[src/rtl/v810_pkg.sv]
// Shared types and constants for the V810 exception-entry sequencer:
// PSW layout, system-register indices, FSM states and the PSW entry update.
package v810_pkg;

    // PSW bit layout, MSB first: [19:16] I, 15 NP, 14 EP, 13 AE, 12 ID, [9:0] flags
    typedef struct packed {
        logic [11:0] rsv_hi;
        logic [3:0]  i;
        logic        np;
        logic        ep;
        logic        ae;
        logic        id;
        logic [1:0]  rsv_mid;
        logic [9:0]  flags;
    } psw_t;

    localparam logic [4:0] SR_EIPC  = 5'd0;
    localparam logic [4:0] SR_EIPSW = 5'd1;
    localparam logic [4:0] SR_FEPC  = 5'd2;
    localparam logic [4:0] SR_FEPSW = 5'd3;
    localparam logic [4:0] SR_ECR   = 5'd4;
    localparam logic [4:0] SR_PSW   = 5'd5;

    localparam logic [31:0] PSW_RESET_VAL = 32'h0000_8000;
    localparam logic [15:0] CC_RESET      = 16'hFFF0;

    typedef enum logic [2:0] {
        S_IDLE     = 3'd0,
        S_CAPT     = 3'd1,
        S_SAVE_PC  = 3'd2,
        S_SAVE_PSW = 3'd3,
        S_SAVE_ECR = 3'd4,
        S_SET_PSW  = 3'd5,
        S_JUMP     = 3'd6,
        S_HALT     = 3'd7
    } exc_seq_state_t;

    // PSW as seen by the handler: FE entries raise NP, EI entries raise EP and
    // optionally adopt the new interrupt level.
    function automatic psw_t psw_entry(psw_t p, logic np, logic [3:0] iel);
        psw_t r;
        r    = p;
        r.id = 1'b1;
        r.ae = 1'b0;
        if (np) begin
            r.np = 1'b1;
        end else begin
            r.ep = 1'b1;
            if (iel != 4'd0) begin
                r.i = iel;
            end
        end
        return r;
    endfunction

endpackage

[src/rtl/v810_exc_seq.sv]
// V810 exception-entry sequencer: acknowledge, capture, save state, set PSW, redirect fetch.
// Optional fatal-exception halt is built when V810_FATAL_HALT_EN is defined.
module v810_exc_seq
    import v810_pkg::*;
(
    input  logic           i_clk,
    input  logic           i_res,
    input  logic           i_ce,
    input  logic           i_if,
    input  logic           i_np,
    input  logic [3:0]     i_iel,
    input  logic [15:0]    i_cc,
    input  logic [31:0]    i_ha,
    output logic           o_ack,
    input  logic           i_boundary,
    input  logic [31:0]    i_pc_in,
    input  psw_t           i_psw,
    input  logic [31:0]    i_ecr_in,
    output logic           o_busy,
    output logic           o_sr_we,
    output logic [4:0]     o_sr_wa,
    output logic [31:0]    o_sr_wd,
    output logic           o_redirect,
    output logic [31:0]    o_redirect_pc,
    output logic           o_halted,
    output exc_seq_state_t o_dbg_state
);

    exc_seq_state_t r_state;
    exc_seq_state_t w_state_nxt;

    logic [31:0] r_pc_s;
    psw_t        r_psw_s;
    logic        r_np;
    logic [3:0]  r_iel;
    logic [15:0] r_cc;
    logic [31:0] r_ha;

    logic        r_ack;
    logic        r_busy;
    logic        r_sr_we;
    logic [4:0]  r_sr_wa;
    logic [31:0] r_sr_wd;
    logic        r_redirect;
    logic [31:0] r_redirect_pc;
    logic        r_halted;

    logic        w_take;
    logic        w_rst_cc;
    logic        w_fatal;
    logic        w_rst_case;
    psw_t        w_psw_new;

    logic        w_ack;
    logic        w_busy;
    logic        w_sr_we;
    logic [4:0]  w_sr_wa;
    logic [31:0] w_sr_wd;
    logic        w_redirect;
    logic [31:0] w_redirect_pc;
    logic        w_halted;

    // The multiplexer needs one cycle to drop IF after ACK, so never accept twice in a row.
    assign w_take     = (r_state == S_IDLE) && i_if && i_boundary && !r_ack;
    assign w_rst_cc   = (i_cc == CC_RESET);
    assign w_fatal    = r_psw_s.np && !w_rst_cc;
    assign w_rst_case = (r_cc == CC_RESET);
    assign w_psw_new  = psw_entry(r_psw_s, r_np, r_iel);

    always_comb begin
        w_state_nxt = r_state;
        case (r_state)
            S_IDLE:     if (w_take) w_state_nxt = S_CAPT;
            S_CAPT: begin
                if (w_rst_cc) begin
                    w_state_nxt = S_SAVE_ECR;
`ifdef V810_FATAL_HALT_EN
                end else if (w_fatal) begin
                    w_state_nxt = S_HALT;
`endif
                end else begin
                    w_state_nxt = S_SAVE_PC;
                end
            end
            S_SAVE_PC:  w_state_nxt = S_SAVE_PSW;
            S_SAVE_PSW: w_state_nxt = S_SAVE_ECR;
            S_SAVE_ECR: w_state_nxt = S_SET_PSW;
            S_SET_PSW:  w_state_nxt = S_JUMP;
            S_JUMP:     w_state_nxt = S_IDLE;
            S_HALT:     w_state_nxt = S_HALT;
            default:    w_state_nxt = S_IDLE;
        endcase
    end

    // Output decode of the current state; the flops present it one cycle later.
    always_comb begin
        w_ack         = w_take;
        w_busy        = w_take || (r_state != S_IDLE);
        w_sr_we       = 1'b0;
        w_sr_wa       = r_sr_wa;
        w_sr_wd       = r_sr_wd;
        w_redirect    = 1'b0;
        w_redirect_pc = r_redirect_pc;
`ifdef V810_FATAL_HALT_EN
        w_halted      = (r_state == S_HALT);
`else
        w_halted      = 1'b0;
`endif
        case (r_state)
            S_SAVE_PC: begin
                w_sr_we = 1'b1;
                w_sr_wa = r_np ? SR_FEPC : SR_EIPC;
                w_sr_wd = r_pc_s;
            end
            S_SAVE_PSW: begin
                w_sr_we = 1'b1;
                w_sr_wa = r_np ? SR_FEPSW : SR_EIPSW;
                w_sr_wd = r_psw_s;
            end
            S_SAVE_ECR: begin
                w_sr_we = 1'b1;
                w_sr_wa = SR_ECR;
                if (w_rst_case) begin
                    w_sr_wd = {16'h0000, CC_RESET};
                end else if (r_np) begin
                    w_sr_wd = {r_cc, i_ecr_in[15:0]};
                end else begin
                    w_sr_wd = {i_ecr_in[31:16], r_cc};
                end
            end
            S_SET_PSW: begin
                w_sr_we = 1'b1;
                w_sr_wa = SR_PSW;
                w_sr_wd = w_rst_case ? PSW_RESET_VAL : w_psw_new;
            end
            S_JUMP: begin
                w_redirect    = 1'b1;
                w_redirect_pc = r_ha;
            end
            default: ;
        endcase
    end

    always_ff @(posedge i_clk) begin
        if (i_res) begin
            r_state       <= S_IDLE;
            r_pc_s        <= '0;
            r_psw_s       <= '0;
            r_np          <= 1'b0;
            r_iel         <= '0;
            r_cc          <= '0;
            r_ha          <= '0;
            r_ack         <= 1'b0;
            r_busy        <= 1'b0;
            r_sr_we       <= 1'b0;
            r_sr_wa       <= '0;
            r_sr_wd       <= '0;
            r_redirect    <= 1'b0;
            r_redirect_pc <= '0;
            r_halted      <= 1'b0;
        end else if (i_ce) begin
            r_state       <= w_state_nxt;
            r_ack         <= w_ack;
            r_busy        <= w_busy;
            r_sr_we       <= w_sr_we;
            r_sr_wa       <= w_sr_wa;
            r_sr_wd       <= w_sr_wd;
            r_redirect    <= w_redirect;
            r_redirect_pc <= w_redirect_pc;
            r_halted      <= w_halted;
            if (w_take) begin
                r_pc_s  <= i_pc_in;
                r_psw_s <= i_psw;
            end
            // A fatal entry without the halt option still goes down the FE path.
            if (r_state == S_CAPT) begin
                r_np  <= i_np || w_fatal;
                r_iel <= i_iel;
                r_cc  <= i_cc;
                r_ha  <= i_ha;
            end
        end
    end

    assign o_ack         = r_ack;
    assign o_busy        = r_busy;
    assign o_sr_we       = r_sr_we;
    assign o_sr_wa       = r_sr_wa;
    assign o_sr_wd       = r_sr_wd;
    assign o_redirect    = r_redirect;
    assign o_redirect_pc = r_redirect_pc;
    assign o_halted      = r_halted;
    assign o_dbg_state   = r_state;

endmodule

[config.mk]
export PLATFORM = sky130hd
export DESIGN_NAME = v810_exc_seq
export DESIGN_NICKNAME = d
export VERILOG_FILES = /design/src/rtl/v810_pkg.sv /design/src/rtl/v810_exc_seq.sv
export SDC_FILE = /design/constraint.sdc
export NUM_CORES = 1
export LEC_CHECK = 0
export CORE_ASPECT_RATIO = 1.5
export CORE_MARGIN = 1.5
export CORE_UTILIZATION = 51
export CTS_CLUSTER_DIAMETER = 80
export DETAILED_ROUTE_END_ITERATION = 8
export MAX_ROUTING_LAYER = met4
export PLACE_DENSITY = 0.87
export SYNTH_ARGS = -nofsm -noshare
export SYNTH_HDL_FRONTEND = slang
export SYNTH_SLANG_ARGS = --single-unit
[constraint.sdc]
create_clock -name i_clk -period 2.8 [get_ports i_clk]
set_input_delay 0.56 -clock i_clk [delete_from_list [all_inputs] [get_ports i_clk]]
set_output_delay 0.56 -clock i_clk [all_outputs]
set_load 0.005 [all_outputs]
Word-level counts from Yosys, hierarchy flattened --
Index checks and enable logic that the tools add are counted.
Operators by class: eq/ne operators 10, mux-type cells 16, reduce and logical (&&, ||, !) cells 18
Operators with widths (number):
- $pmux W32 S4 | 1
- $mux W32 | 3
- $eq A16 B16 Y1 const B | 2
- $pmux W3 S8 | 1
- $pmux W5 S4 | 1
- $eq A3 B3 Y1 const B | 4
- $reduce_and A2 Y1 | 5
- $mux W4 | 2
- $reduce_bool A4 Y1 | 2
- $eq A3 B2 Y1 const B | 2
- $mux W3 | 2
- $logic_and A1 B1 Y1 | 4
- $mux W1 | 4
- $mux W2 | 2
- $reduce_or A4 Y1 | 1
- $eq A3 B1 Y1 const B | 1
- $logic_not A3 Y1 | 1
- $reduce_bool A3 Y1 | 1
- $logic_not A1 Y1 | 2
- $logic_or A1 B1 Y1 | 2
- $ne A2 B2 Y1 const B | 1
Word-level totals: flip-flop bits (word level) 193, input bits 154, output and inout port bits 77

Longest topological paths before layout --
Gate-level depths: netlist (run 1).
depth after elaboration 6, depth in mapped cells 8

Worst setup path before layout (run 1) --
OpenSTA, ideal clock, no wires.
kind input -> register, start input i_ce, end register r_redirect_pc[10] (netlist: o_redirect_pc[10]), library setup time 0.070 ns, arrival 1.647 ns, required time 2.730 ns, slack 1.083 ns, cell stages on the path 6, path buffers 2, cell sequence buf_2 > nand2_1 > nor3b_1 > clkbuf_1 > nand2_1 > a21oi_1
Between the ends: word-level cells in the longest chain between the ends 1
Ends and longest elaborated chain:
- start: declaration | RTL line v810_exc_seq.sv:8 | input logic i_ce,
- $reduce_and A2 Y1 (no source line)
- end signal: assignment | RTL line v810_exc_seq.sv:169 | r_redirect_pc <= w_redirect_pc;
- end: declaration | RTL line v810_exc_seq.sv:45 | logic [31:0] r_redirect_pc;
Every way passes these cells. A chain may end at the register's enable or synchronous reset.

Final worst setup path (run 1) --
start register r_cc[0], end register r_sr_wd[28] (netlist: o_sr_wd[28])
Between the ends: word-level cells in the longest chain between the ends 3, elaborated cells on any way between the ends 4
Ends and longest elaborated chain:
- start: declaration | RTL line v810_exc_seq.sv:36 | logic [15:0] r_cc;
- start signal: assignment | RTL line v810_exc_seq.sv:179 | r_cc <= i_cc;
- $eq A16 B16 Y1 (*) | RTL line v810_exc_seq.sv:67 | assign w_rst_case = (r_cc == CC_RESET);
- $mux W32 (on tied branches) | RTL line v810_exc_seq.sv:134, v810_exc_seq.sv:123
- $pmux W32 S4 (*) | RTL line v810_exc_seq.sv:109 | case (r_state)
- end signal: assignment | RTL line v810_exc_seq.sv:167 | r_sr_wd <= w_sr_wd;
- end: declaration | RTL line v810_exc_seq.sv:43 | logic [31:0] r_sr_wd;
Mark *: on every way between the ends. The rest lies on a longest branch, timed or not.

==> reports/metrics.cfg, run 1 <==
[detailed_routing]
detailroute.via_count = 7935
drt_first_iter_violations = 459
drcViolationCount = 0
count_of_antenna_violating_nets_left_after_detailed_routing = 0
detail_route.wirelength_um = 24180
detail_route.vias_per_cell = 5.672
firstDrtPassIters = 5
avgRoutedWirePerCell_um = 17.29

[cells_and_area]
mostFrequentLayoutCell = sky130_fd_sc_hd__nand2_1
synthToLayoutAreaGrowth_pct = 37.68
stdcell_count = 1399
layout.filler_cells = 1175
layout.core_utilization = 0.7212
seq_area_um2 = 3825
layout.nets = 1341
most-common-layout-cells = sky130_fd_sc_hd__nand2_1, sky130_fd_sc_hd__clkdlybuf4s50_1, sky130_fd_sc_hd__dfxtp_1, sky130_fd_sc_hd__a21oi_1, sky130_fd_sc_hd__nor2_1
multi_input_comb_area_um2 = 3769
num_antenna_cells = 0
post_route_cells_drive_above_1_share = 0.09417

[synthesis]
synth_ff_type = sky130_fd_sc_hd__dfxtp_1
mapped_avg_cell_area_um2 = 8.006
postSynthRegisterBits = 191
ys_warn_count = 0
synthesis.instances = 995
post_synth_instance_area_um2 = 7966
synth_edf_count = 0
synth.yosys.seq_area_share = 0.4800
post_synth_num_cell_types = 45
async_flop_share = 0

[timing]
max_slew_margin_vs_limit = 0.1848
setup-tns-final_ps = 0
timing.final.setup_violations = 0
worst-slew-pin-transition_ps = 1222
timing.final.crit_period_ps = 2286
timing_hold_violations_final = 0
setup_repair_after_global_routing_missed_its_margin = false
hold_slack_ps = 448.6
final_clock_period_utilization_by_the_worst_path = 0.8165
timing.fmax_mhz = 437.4
fin_skew_ps = 9.988
timing_max_transition_violations_final = 0

[floorplan]
die_width_um = 105.0
design.core.area_um2 = 15210
initial_core_utilization = 0.5238
floorplan.die.height_um = 156.1
io_pins = 231
core.rowCount = 55
design.die.area_um2 = 16390

[cts]
clk_root_buffer_cell = sky130_fd_sc_hd__clkbuf_16
cts_post_setup_buffers_inserted = 0
tritoncts = built
cts.path.max_buffers = 2
cts_resized = 0
cts.clk_slew.worst_paths_ps = 70
cts-buffers-inserted = 17
cts_sinks = 191
htree_num_levels = 4
worstSkewPairLatency_ps = 420
cts.hold.buffers_added = 0

[grt]
vias_in_the_first_global_route = 7609
globalRouteTotalUtil = 0.2998
grt.overflow.total = 0
grt_pass1_wl_um = 37760
grt_start_max_net_pins = 82
initial_antenna_violation_count = 0

[hold_path]
timing.hold.worst.class = flop to flop

[placement]
detailedPlacementHpwl_um = 16770
place.detailed.instances = 1367
gp_congestion = 0.8897
placement.io_buffers = 227

[critical_path]
worst_ep_required_time_ps = 3140
timing_worst_setup_path_type = flop to flop
critical_path.max_fanout = 20
cp_data_arrival_time_ps = 2630
worstSetupStartpointType = flop
setup.worst_path.end_class = flop

[job]
max_cap_violations = 0

[power]
power_per_cell_area_nw_per_um2 = 538.2
static-leakage-power_nw = 3.692
ir_drop_uv = 419.7
finalPower_w = 0.005903

[run_status]
run_status = finished clean

critical path, stage by stage (launching register included):
cell and delay, ps:
sky130_fd_sc_hd__dfxtp_1 470, sky130_fd_sc_hd__nand4bb_1 210, sky130_fd_sc_hd__nor4_1 100, sky130_fd_sc_hd__nor2_2 940, sky130_fd_sc_hd__a221oi_1 230, sky130_fd_sc_hd__a211oi_1 240
synthesized netlist by cell type, drive strengths merged (2+ instances only):
master   instances  area share
nand4            5      0.0047
nand4bb          4      0.0057
nand3b           2      0.0019
mux2            22       0.031
o22ai            2      0.0016
o21ai           20       0.013
a21oi          167        0.11
nor4             3      0.0024
nor3            11      0.0075
nor2b            4      0.0041
buf             36       0.028
nor2            43       0.020
mux2i            9       0.011
a221oi          24       0.034
o211ai           4      0.0038
a211oi          34       0.037
inv              5      0.0024
and3b            2      0.0022
clkbuf          45       0.021
nand3            4      0.0025
nand2b           6      0.0047
dfxtp          191        0.48
nand2          336        0.16
nor3b            3      0.0028
o2111ai          4      0.0044
cell families (layout without fill, tap and decap cells):
logic type	Yosys count	count (layout)	share of synthesized area
AO/OA/AOI/OAI	259	259	0.2040
XOR/XNOR	1	1	0.001100
buffers and inverters	86	289	0.05136
flip-flops	191	191	0.4800
multiplexers	31	31	0.04241
other	1	3	0.0004707
AND/OR/NAND/NOR	426	426	0.2207
worst paths after layout:
kind                                from           endpoint  slack [ps]  cells after the start
worst max-delay path             r_cc[0]        o_sr_wd[28]         510                      5
worst min-delay path            r_ha[22]  o_redirect_pc[22]         450                      2
worst max register to register   r_cc[0]        o_sr_wd[28]         510                      5
worst min register to register  r_ha[22]  o_redirect_pc[22]         450                      2
through the flow:
stage                     worst slack [ps]  instance area, µm²
after global placement               331.5               10370
final                                513.7               10970
after global routing                 349.3               10970
after floorplan                       1083                7974
after detailed placement             282.2               10370
after CTS                            529.3               10970
area by class of cell:
class / count / area share
clock inverter: 13 / 0.01392
clock buffer: 19 / 0.04038
timing repair buffer: 252 / 0.2290
sequential: 191 / 0.3487
inverter: 5 / 0.001711
tap: 199 / 0.02270
multi-input combinational: 720 / 0.3436
power breakdown:
group | total, W | switching, W | internal [W]
registers | 0.00285 | 0.0000590 | 0.00279
logic | 0.000619 | 0.000278 | 0.000341
clock network | 0.00244 | 0.00108 | 0.00136
metal layers:
layer / share of wire / track usage
met2: 0.52 / 0.5313
met4: 0.047 / 0.1598
met3: 0.075 / 0.05681
met1: 0.36 / 0.3136
met5: 0 / -
registers in the layout (all words and copies together) (netlist names):
register / cells
r_cc: 16
r_psw_s: 32
o_sr_wd: 32
r_iel: 4
o_ack: 1
r_ha: 32
o_sr_we: 1
r_pc_s: 32
o_busy: 1
r_np: 1
o_dbg_state: 3
o_redirect: 1
o_redirect_pc: 32
o_sr_wa: 3
Note: power is estimated with default switching activity, not from simulation.
==> inputs of run 2 (changes only) <==
CORE_UTILIZATION = 43   (was 51)
PLACE_DENSITY = 0.78   (was 0.87)
clock period = 1.9 ns   (was 2.8 ns; I/O delays follow)
==> run 2 against run 1 <==
  * Final area increased by 4.5%
  * Wire length grew 3.2%
  * Worst hold slack worse by 160 ps
  * Non-clock buffer count rose by 37
  * Worst setup slack got worse by 450 ps
  * Largest power group unchanged
  * Clock power grew 54%
==> reports/metrics.cfg, run 2 (synthesis results as in run 1) <==
[placement]
gp_congestion = 0.8827  ; was 0.8897
detailedPlacementHpwl_um = 17840  ; was 16770 µm
placement.io_buffers = 227  ; unchanged
dp_worst_setup_slack_ps = -326.5  ; was 282.2 ps
placed_area_um2 = 10760  ; was 10370 µm²

[timing]
timing_hold_violations_final = 0  ; unchanged
worst-slew-pin-transition_ps = 789.0  ; was 1222 ps
fin_skew_ps = 9.977  ; was 9.988 ps
hold_slack_ps = 291.1  ; was 448.6 ps
timing_max_transition_violations_final = 0  ; unchanged
timing.final.setup_violations = 0  ; unchanged
max_slew_margin_vs_limit = 0.4734  ; was 0.1848
final_clock_period_utilization_by_the_worst_path = 0.9689  ; was 0.8165
timing.fmax_mhz = 543.2  ; was 437.4 MHz
setup_repair_after_global_routing_missed_its_margin = true  ; was false
timing.final.crit_period_ps = 1841  ; was 2286 ps
setup_ws_ps = 59.02  ; was 513.7 ps

[grt]
grt_start_max_net_pins = 80  ; was 82
vias_in_the_first_global_route = 7825  ; was 7609
initial_antenna_violation_count = 1  ; was 0
grt_pass1_wl_um = 39330  ; was 37760 µm
globalRouteTotalUtil = 0.2668  ; was 0.2998
grt.overflow.total = 0  ; unchanged

[cts]
cts_sinks = 191  ; unchanged
tritoncts = built  ; unchanged
cts-buffers-inserted = 17  ; unchanged
cts.hold.buffers_added = 0  ; unchanged
htree_num_levels = 4  ; unchanged
clk_root_buffer_cell = sky130_fd_sc_hd__clkbuf_16  ; unchanged
worstSkewPairLatency_ps = 430  ; was 420 ps
cts.path.max_buffers = 2  ; unchanged
cts.clk_slew.worst_paths_ps = 70  ; about the same

[run_status]
run_status = finished clean  ; unchanged

[floorplan]
io_pins = 231  ; unchanged
design.die.area_um2 = 19370  ; was 16390 µm²
floorplan.die.height_um = 169.7  ; was 156.1 µm
die_width_um = 114.1  ; was 105.0 µm
initial_core_utilization = 0.4422  ; was 0.5238
design.core.area_um2 = 18020  ; was 15210 µm²
core.rowCount = 60  ; was 55

[job]
max_cap_violations = 0  ; unchanged

[detailed_routing]
firstDrtPassIters = 5  ; unchanged
detail_route.wirelength_um = 24950  ; was 24180 µm
avgRoutedWirePerCell_um = 17.13  ; was 17.29 µm
detailroute.via_count = 7904  ; was 7935
detail_route.vias_per_cell = 5.429  ; was 5.672
drcViolationCount = 0  ; unchanged
count_of_antenna_violating_nets_left_after_detailed_routing = 0  ; unchanged
drt_first_iter_violations = 608  ; was 459

[hold_path]
timing.hold.worst.class = primary input to flop  ; was flop to flop

[cells_and_area]
layout.cell_area.non_filler_um2 = 11460  ; was 10970 µm²
post_route_cells_drive_above_1_share = 0.1284  ; was 0.09417
layout.nets = 1379  ; was 1341
layout.filler_cells = 1597  ; was 1175
synthToLayoutAreaGrowth_pct = 43.91  ; was 37.68%
mostFrequentLayoutCell = sky130_fd_sc_hd__nand2_1  ; unchanged
most-common-layout-cells = sky130_fd_sc_hd__nand2_1, sky130_fd_sc_hd__clkdlybuf4s50_1, sky130_fd_sc_hd__dfxtp_1, sky130_fd_sc_hd__a21oi_1, sky130_fd_sc_hd__buf_4  ; was sky130_fd_sc_hd__nand2_1, sky130_fd_sc_hd__clkdlybuf4s50_1, sky130_fd_sc_hd__dfxtp_1, sky130_fd_sc_hd__a21oi_1, sky130_fd_sc_hd__nor2_1

[power]
power_per_cell_area_nw_per_um2 = 777.6  ; was 538.2 nW/µm²
finalPower_w = 0.008914  ; was 0.005903 W
static-leakage-power_nw = 3.950  ; was 3.692 nW
ir_drop_uv = 456.0  ; was 419.7 µV

[critical_path]
setup.worst_path.end_class = flop  ; unchanged
cpPeakStageDelay_ps = 590  ; was 940 ps
critical_path.max_fanout = 10  ; was 20
timing_worst_setup_path_type = flop to flop  ; unchanged
timing.critical_path.cells = nand4bb_1 -> buf_4 -> or4_4 -> a21oi_2 -> a211oi_1 -> a211oi_2  ; was nand4bb_1 -> nor4_1 -> nor2_2 -> a221oi_1 -> a211oi_1
critPathSlowestCell = sky130_fd_sc_hd__or4_4  ; was sky130_fd_sc_hd__nor2_2
worstSetupStartpointType = flop  ; unchanged
worst_ep_required_time_ps = 2260  ; was 3140 ps
cp_data_arrival_time_ps = 2200  ; was 2630 ps

-- run 2: power breakdown --
group / internal (W) / switching (W)
Combinational: 0.000548 / 0.000434
Clock: 0.00212 / 0.00164
Sequential: 0.00411 / 0.0000678
-- run 2: worst paths after layout --
path	slack (ps)	end	from	cells past startpoint
worst max-delay path	60	o_sr_wd[8]	r_cc[1]	6
worst min-delay path	290	o_busy	i_res	2
worst max register to register	60	o_sr_wd[8]	r_cc[1]	6
worst min register to register	450	o_redirect_pc[10]	r_ha[10]	2
-- run 2: area by class of cell --
class                      count  area, µm²  area share
sequential                   191       3826      0.3337
multi-input combinational    721       3804      0.3318
timing repair buffer         289       2920      0.2547
clock buffer                  17      425.4     0.03711
tap                          217      271.5     0.02368
clock inverter                15      196.4     0.01713
inverter                       5      18.77    0.001637
antenna                        1      2.502   0.0002183
-- run 2: metrics by stage --
step	util	TNS, ps	std cells
final	0.6363	0	1456
after CTS	0.6341	0	1453
after global placement	0.5974	-3126	1419
after global routing	0.6363	-218.3	1456
after detailed placement	0.5974	-6071	1419
after floorplan	-	0	997
-- run 2: repair_timing --
item / CTS / global route
pin swaps: 0 / 1
cloned: 0 / 1
gates resized for setup: 8 / 6
setup endpoints to repair: 23 / 13
setup buffers: 2 / 1
-- run 2: critical path, delay by kind of cell, from the launching register on --
kind | cells | cell delay, ps
compound gates | 3 | 490
buf+inv | 1 | 170
flops | 1 | 310
simple gates | 2 | 800
-- run 2: metal layers --
metal / up-vias / track usage / share of wire
met5: - / - / 0
met4: 0 / 0.1342 / 0.043
met3: 83 / 0.06393 / 0.068
met2: 328 / 0.4597 / 0.51
met1: 3658 / 0.2838 / 0.38
li1: 3835 / - / -
==> inputs of run 3 (changes only) <==
GPL_ROUTABILITY_DRIVEN = 0   (was unset)
==> results of run 3 <==
No change in the layout: final DEF, timing and power equal those of run 2.
